===== src/rtl/fpnew_opgroup_issue_arb.sv =====
// -----------------------------------------------------------------------------
// fpnew_opgroup_issue_arb
//
// Shares one FPU operation-group block between NumReq independent requesters.
// Incoming operations are round-robin arbitrated onto the block's input
// handshake and tagged with the requester ID. An outstanding-operation counter
// limits the number of operations in flight. Each returning result is routed
// back to its owner by tag.
//
// Ports
//   clk_i, rst_i        clock, asynchronous active-high reset
//   flush_i             synchronous flush of all in-flight tracking
//   req_valid_i         per-requester operation valid
//   req_ready_o         per-requester operation accepted (one-hot or zero)
//   req_payload_i       per-requester operation bundle
//   unit_valid_o        operation valid towards the opgroup block
//   unit_ready_i        opgroup block ready to accept an operation
//   unit_payload_o      granted operation bundle
//   unit_tag_o          granted requester ID
//   unit_flush_o        flush forwarded to the opgroup block
//   unit_res_valid_i    result valid from the opgroup block
//   unit_res_ready_o    result ready towards the opgroup block
//   unit_res_tag_i      requester ID carried by the result
//   unit_res_i          result bundle
//   rsp_valid_o         per-requester result valid
//   rsp_ready_i         per-requester result ready
//   rsp_result_o        result bundle broadcast to all requesters
//   tag_err_o           one-cycle pulse after a result with an unknown tag
//   busy_o              operations in flight or an issue being offered
// -----------------------------------------------------------------------------
module fpnew_opgroup_issue_arb #(
  parameter int unsigned NumReq         = 2,
  parameter int unsigned PayloadWidth   = 128,
  parameter int unsigned ResultWidth    = 38,
  parameter int unsigned MaxOutstanding = 4,
  parameter int unsigned IdWidth        = (NumReq > 1) ? $clog2(NumReq) : 1
) (
  input  logic                                  clk_i,
  input  logic                                  rst_i,
  input  logic                                  flush_i,
  input  logic [NumReq-1:0]                     req_valid_i,
  output logic [NumReq-1:0]                     req_ready_o,
  input  logic [NumReq-1:0][PayloadWidth-1:0]   req_payload_i,
  output logic                                  unit_valid_o,
  input  logic                                  unit_ready_i,
  output logic [PayloadWidth-1:0]               unit_payload_o,
  output logic [IdWidth-1:0]                    unit_tag_o,
  output logic                                  unit_flush_o,
  input  logic                                  unit_res_valid_i,
  output logic                                  unit_res_ready_o,
  input  logic [IdWidth-1:0]                    unit_res_tag_i,
  input  logic [ResultWidth-1:0]                unit_res_i,
  output logic [NumReq-1:0]                     rsp_valid_o,
  input  logic [NumReq-1:0]                     rsp_ready_i,
  output logic [ResultWidth-1:0]                rsp_result_o,
  output logic                                  tag_err_o,
  output logic                                  busy_o
);

  localparam int unsigned CntWidth = $clog2(MaxOutstanding + 1);
  // One extra bit so pointer sums and the requester count fit without wrap.
  localparam logic [IdWidth:0]    NumReqW = (IdWidth + 1)'(NumReq);
  localparam logic [CntWidth-1:0] MaxOutW = CntWidth'(MaxOutstanding);

  typedef enum logic {
    FREE   = 1'b0,
    LOCKED = 1'b1
  } lock_state_e;

  lock_state_e          state_q, state_d;
  logic [IdWidth-1:0]   lock_id_q, lock_id_d;
  logic [IdWidth-1:0]   rr_ptr_q, rr_ptr_d;
  logic [CntWidth-1:0]  cnt_q, cnt_d;
  logic                 tag_err_q, tag_err_d;

  logic [IdWidth-1:0]   rr_grant;
  logic                 rr_found;
  logic [IdWidth:0]     rr_idx;
  logic [IdWidth-1:0]   grant;
  logic                 any_valid;
  logic                 can_issue;
  logic                 issue_valid;
  logic                 issue_hs;
  logic                 res_hs;
  logic                 retire;
  logic                 tag_ok;
  logic                 res_ready;
  logic [NumReq-1:0]    rsp_valid;
  logic [NumReq-1:0]    req_ready;
  logic [IdWidth:0]     ptr_next;

  // Round-robin search: first valid requester at or after rr_ptr, wrapping.
  always_comb begin
    rr_grant = '0;
    rr_found = 1'b0;
    rr_idx   = '0;
    for (int unsigned off = 0; off < NumReq; off++) begin
      rr_idx = {1'b0, rr_ptr_q} + (IdWidth + 1)'(off);
      if (rr_idx >= NumReqW) begin
        rr_idx = rr_idx - NumReqW;
      end else begin
        rr_idx = rr_idx;
      end
      if (!rr_found && req_valid_i[rr_idx[IdWidth-1:0]]) begin
        rr_found = 1'b1;
        rr_grant = rr_idx[IdWidth-1:0];
      end else begin
        rr_found = rr_found;
      end
    end
  end

  // A held (un-accepted) offer keeps its requester so payload/tag stay stable.
  assign grant     = (state_q == LOCKED) ? lock_id_q : rr_grant;
  assign any_valid = |req_valid_i;

  // Result demux; tags outside the requester range are sunk unconditionally.
  always_comb begin
    tag_ok    = 1'b0;
    rsp_valid = '0;
    res_ready = 1'b1;
    for (int unsigned i = 0; i < NumReq; i++) begin
      if (unit_res_tag_i == IdWidth'(i)) begin
        tag_ok       = 1'b1;
        rsp_valid[i] = unit_res_valid_i;
        res_ready    = rsp_ready_i[i];
      end else begin
        tag_ok = tag_ok;
      end
    end
  end

  assign res_hs = unit_res_valid_i & res_ready;
  // A result arriving with nothing outstanding does not count as a retire.
  assign retire = res_hs & (cnt_q != '0);

  // A retire in the same cycle frees a slot, so a full counter can still issue.
  assign can_issue   = (cnt_q < MaxOutW) | res_hs;
  assign issue_valid = any_valid & can_issue & ~flush_i;
  assign issue_hs    = issue_valid & unit_ready_i;

  // Accept strobe only towards the granted requester.
  always_comb begin
    req_ready = '0;
    for (int unsigned i = 0; i < NumReq; i++) begin
      if (issue_hs && (grant == IdWidth'(i))) begin
        req_ready[i] = 1'b1;
      end else begin
        req_ready[i] = 1'b0;
      end
    end
  end

  // Grant-lock FSM: hold the grant while an offer waits for unit_ready_i.
  always_comb begin
    state_d   = state_q;
    lock_id_d = lock_id_q;
    if (flush_i) begin
      state_d = FREE;
    end else begin
      case (state_q)
        FREE: begin
          if (issue_valid && !unit_ready_i) begin
            state_d   = LOCKED;
            lock_id_d = grant;
          end else begin
            state_d = FREE;
          end
        end
        LOCKED: begin
          if (unit_ready_i) begin
            state_d = FREE;
          end else begin
            state_d = LOCKED;
          end
        end
        default: begin
          state_d = FREE;
        end
      endcase
    end
  end

  // Pointer moves past the requester that just issued.
  always_comb begin
    ptr_next = {1'b0, grant} + (IdWidth + 1)'(1);
    rr_ptr_d = rr_ptr_q;
    if (issue_hs) begin
      if (ptr_next >= NumReqW) begin
        rr_ptr_d = '0;
      end else begin
        rr_ptr_d = ptr_next[IdWidth-1:0];
      end
    end else begin
      rr_ptr_d = rr_ptr_q;
    end
  end

  // Outstanding counter; flush wins over any same-cycle issue/retire.
  always_comb begin
    cnt_d = cnt_q;
    if (flush_i) begin
      cnt_d = '0;
    end else if (issue_hs && !retire) begin
      cnt_d = cnt_q + CntWidth'(1);
    end else if (!issue_hs && retire) begin
      cnt_d = cnt_q - CntWidth'(1);
    end else begin
      cnt_d = cnt_q;
    end
  end

  // Tag-error pulse is raised the cycle after an unknown tag is sunk.
  always_comb begin
    if (flush_i) begin
      tag_err_d = 1'b0;
    end else begin
      tag_err_d = res_hs & ~tag_ok;
    end
  end

  // State registers with asynchronous reset.
  always_ff @(posedge clk_i or posedge rst_i) begin
    if (rst_i) begin
      state_q   <= FREE;
      lock_id_q <= '0;
      rr_ptr_q  <= '0;
      cnt_q     <= '0;
      tag_err_q <= 1'b0;
    end else begin
      state_q   <= state_d;
      lock_id_q <= lock_id_d;
      rr_ptr_q  <= rr_ptr_d;
      cnt_q     <= cnt_d;
      tag_err_q <= tag_err_d;
    end
  end

  assign unit_valid_o     = issue_valid;
  assign unit_payload_o   = req_payload_i[grant];
  assign unit_tag_o       = grant;
  assign unit_flush_o     = flush_i;
  assign req_ready_o      = req_ready;
  assign unit_res_ready_o = res_ready;
  assign rsp_valid_o      = rsp_valid;
  assign rsp_result_o     = unit_res_i;
  assign tag_err_o        = tag_err_q;
  assign busy_o           = (cnt_q != '0) | issue_valid;

endmodule


===== config.mk =====
export PLATFORM = sky130hd
export DESIGN_NAME = fpnew_opgroup_issue_arb
export DESIGN_NICKNAME = d
export VERILOG_FILES = /design/src/rtl/fpnew_opgroup_issue_arb.sv
export SDC_FILE = /design/constraint.sdc
export NUM_CORES = 1
export LEC_CHECK = 0
export BUFFER_PORTS_ARGS = -buffer_cell sky130_fd_sc_hd__buf_2
export CAP_MARGIN = 20
export CORE_AREA = 3 3 187 189
export DETAILED_ROUTE_END_ITERATION = 16
export DIE_AREA = 0 0 190 192
export PLACE_DENSITY = 0.34
export SLEW_MARGIN = 25
export SYNTH_ARGS = -nofsm -noshare
export SYNTH_HDL_FRONTEND = slang
export SYNTH_SLANG_ARGS = --single-unit

===== constraint.sdc =====
create_clock -name clk_i -period 3.9 [get_ports clk_i]
set_input_delay 0.78 -clock clk_i [delete_from_list [all_inputs] [get_ports clk_i]]
set_output_delay 0.78 -clock clk_i [all_outputs]
set_load 0.005 [all_outputs]

==> impl_metrics.yaml <==
logic_synthesis:
  synthArstFlopShare_pct: 100
  yosysUniqueCellTypes: 35
  synth_cells: 253
  ys_ff_latch: 6
  yosysTopAreaCell: "mux2_2"
  synth_area_per_cell_um2: 9.47
  yosysSeqAreaShare_pct: 6.27
  syn_nets: 558
  yosys-top-cells-count: "mux2_2, buf_4, inv_1"
  ys.warnings.count: 0
  synthFlopType: "dfrtp_1"
  synth-edff-count: 0
  synth_top_area_share_pct: 60.2
  synth_most_common_cell: "mux2_2"
  ys_top_cells_by_area: "mux2_2, buf_4, dfrtp_1"
  synthesis.area_mm2: 0.00239
global_routing:
  antenna_found_initial: 4
  track_usage_pct: 7.88
  grt_overflow: 0
  grt_pass1_wl_um: 21400
  grt_max_degree: 58
  grt_pass1_vias: 3366
final_layout:
  utilization_pct: 14.1
  n_antenna_cell: 0
  area_growth_syn_to_layout_pct: 97.2
  fillers: 3876
  drive_gt1_share_pct: 89.8
  design_area_mm2: 0.00472
  final_nets: 914
pwr:
  powerDensity_mw_per_mm2: 230
  ir_drop_mv: 0.0912
  power.total_mw: 1.09
  power_leakage_nw: 2.40
floorplan:
  rows: 67
  die_h_um: 192
  core_area_mm2: 0.0334
  start_util_pct: 7.16
  pin_count: 480
  die-area_mm2: 0.0365
  die_w_um: 190
worst_setup_path:
  rrSetupSlack_ns: 1.57
  cp_max_fo: 57
  worstSetupPathType: "in2out"
  cpMostUsedCell: "buf_2"
  required_ns: 3.12
  startpoint: "req_valid_i[0]"
  setup.worst_path.end: "unit_payload_o[113]"
  reg2reg_depth: 6
  cp.arrival_ns: 2.22
  worstPathCellList: "buf_2 -> inv_1 -> o21ai_1 -> o21ai_4 -> buf_12 -> mux2_2 -> buf_2"
  critPathLaunchType: "primary input"
  r2r_start: "cnt_q[1]"
  cp-end-kind: "primary output"
  rr_endpoint: "cnt_q[1]"
  cp_slowest_cell: "mux2_2"
  slowest_delay_ns: 0.39
clock_network:
  h-tree-depth: 1
  cts_hold_buf: 0
  clk_pin_slew_ns: 0.03
  clock_latency_ns: 0.23
  post_cts_buffers: 0
  cts_sinks: 6
  clock_path_buffers: 2
  cts_tree: "built"
  cts_buffers: 3
  root_buffer: "clkbuf_16"
  ctsResizeCount: 0
drt:
  post-route-drc-count: 0
  ant_nets: 0
  viasPerCell: 3.24
  dr.pass1.iters: 4
  vias: 3416
  wl_per_cell_um: 15.8
  wl_um: 16600
  drt_iter0_drc: 85
run_status:
  status: "finished clean"
timing:
  holdWs_ns: 0.469
  max_freq_mhz: 333
  fin_crit_sh_pct: 76.9
  finalSetupTns_ns: 0
  layout_min_cycle_time_ns: 3.00
  hold_viol: 0
  worst_slew_pin_slew_ns: 0.523
  setup_viol: 0
  maxSlewHeadroom_pct: 64.7
  fin_skew_ns: 0.000181
  grt_setup_unrepaired: "false"
  slew_violations: 0
run:
  max_cap_violations: 0
placed_design:
  hpwl_um: 15100
  placedInstanceArea_mm2: 0.00465
  portBuffers: 402
  gp_congestion: 0.748
hold_path:
  hp-class: "in2async"
## cell type report
type	instances	area, um^2	share of cell area (%)
clock buffer	3	75.1	1.59
inverter	11	41.3	0.874
multi-input combinational	181	1820	38.5
sequential	6	150	3.18
tap	448	561	11.9
timing repair buffer	406	2080	44.0
## metal layers
layer	global-route usage, %	part of all wire [%]	wire, um
met1	9.14	37	6170
met2	14.7	51	8500
met3	2.08	11	1760
met4	1.25	0.87	145
met5	0	0.28	47
## state kept, by name, summed over array words and instances, names as in the netlist
signal     flops
cnt_q          3
state_q        1
rr_ptr_q       1
lock_id_q      1
## how the worst min path moves through the flow
stage	slack [ns]	cells after the start	endpoint	start
floorplan	0.49	2	lock_id_q	lock_id_q
global route	0.50	2	cnt_q[1]	rst_i
CTS	0.49	2	cnt_q[1]	rst_i
finish	0.47	2	cnt_q[1]	rst_i
detailed placement	0.53	2	lock_id_q	lock_id_q
global placement	0.53	2	lock_id_q	lock_id_q
## critical path, delay by kind of cell
family / cells / cell delay, ns
AOI/OAI and AO/OA: 2 / 0.36
muxes: 1 / 0.39
buffers and inverters: 4 / 0.62
## metrics by stage
step | cells | worst slack, ns
6_report | 1055 | 0.899
2_1_floorplan | 253 | 1.26
5_1_grt | 1055 | 0.790
3_5_place_dp | 1052 | 0.889
3_3_place_gp | 1052 | 0.896
4_1_cts | 1055 | 0.886
## power by group
part,switching [mW],leakage [nW],internal [mW]
Clock,0.0331,0.0370,0.131
Combinational,0.369,2.28,0.463
Sequential,0.0163,0.0768,0.0756
Total,0.419,2.40,0.670
## layout by cell type, fill, tap and decap left out, types with 2 or more instances in the layout
| master | netlist | final |
|---|---|---|
| nand2_1 | 4 | 4 |
| a221oi_1 | 2 | 2 |
| mux2_2 | 128 | 128 |
| o21ai_0 | 5 | 5 |
| inv_1 | 10 | 10 |
| a2111oi_2 | 2 | 2 |
| buf_12 | 0 | 3 |
| buf_2 | 6 | 402 |
| clkbuf_16 | 0 | 3 |
| dfrtp_1 | 6 | 6 |
| o311ai_0 | 2 | 2 |
| a21oi_1 | 3 | 3 |
| nor2_1 | 7 | 7 |
| nand4_1 | 2 | 2 |
| mux2i_1 | 4 | 4 |
| o21ai_1 | 3 | 2 |
## logic make-up after synthesis
kind of cell,synth area share (%)
other,0.157
adder cells (fa/ha/maj),0.836
buffers and inverters,18.3
AND/OR/NAND/NOR,4.55
AO/OA/AOI/OAI,7.99
flip-flops,6.27
multiplexers,61.9
(Power assumes the default switching activity.)
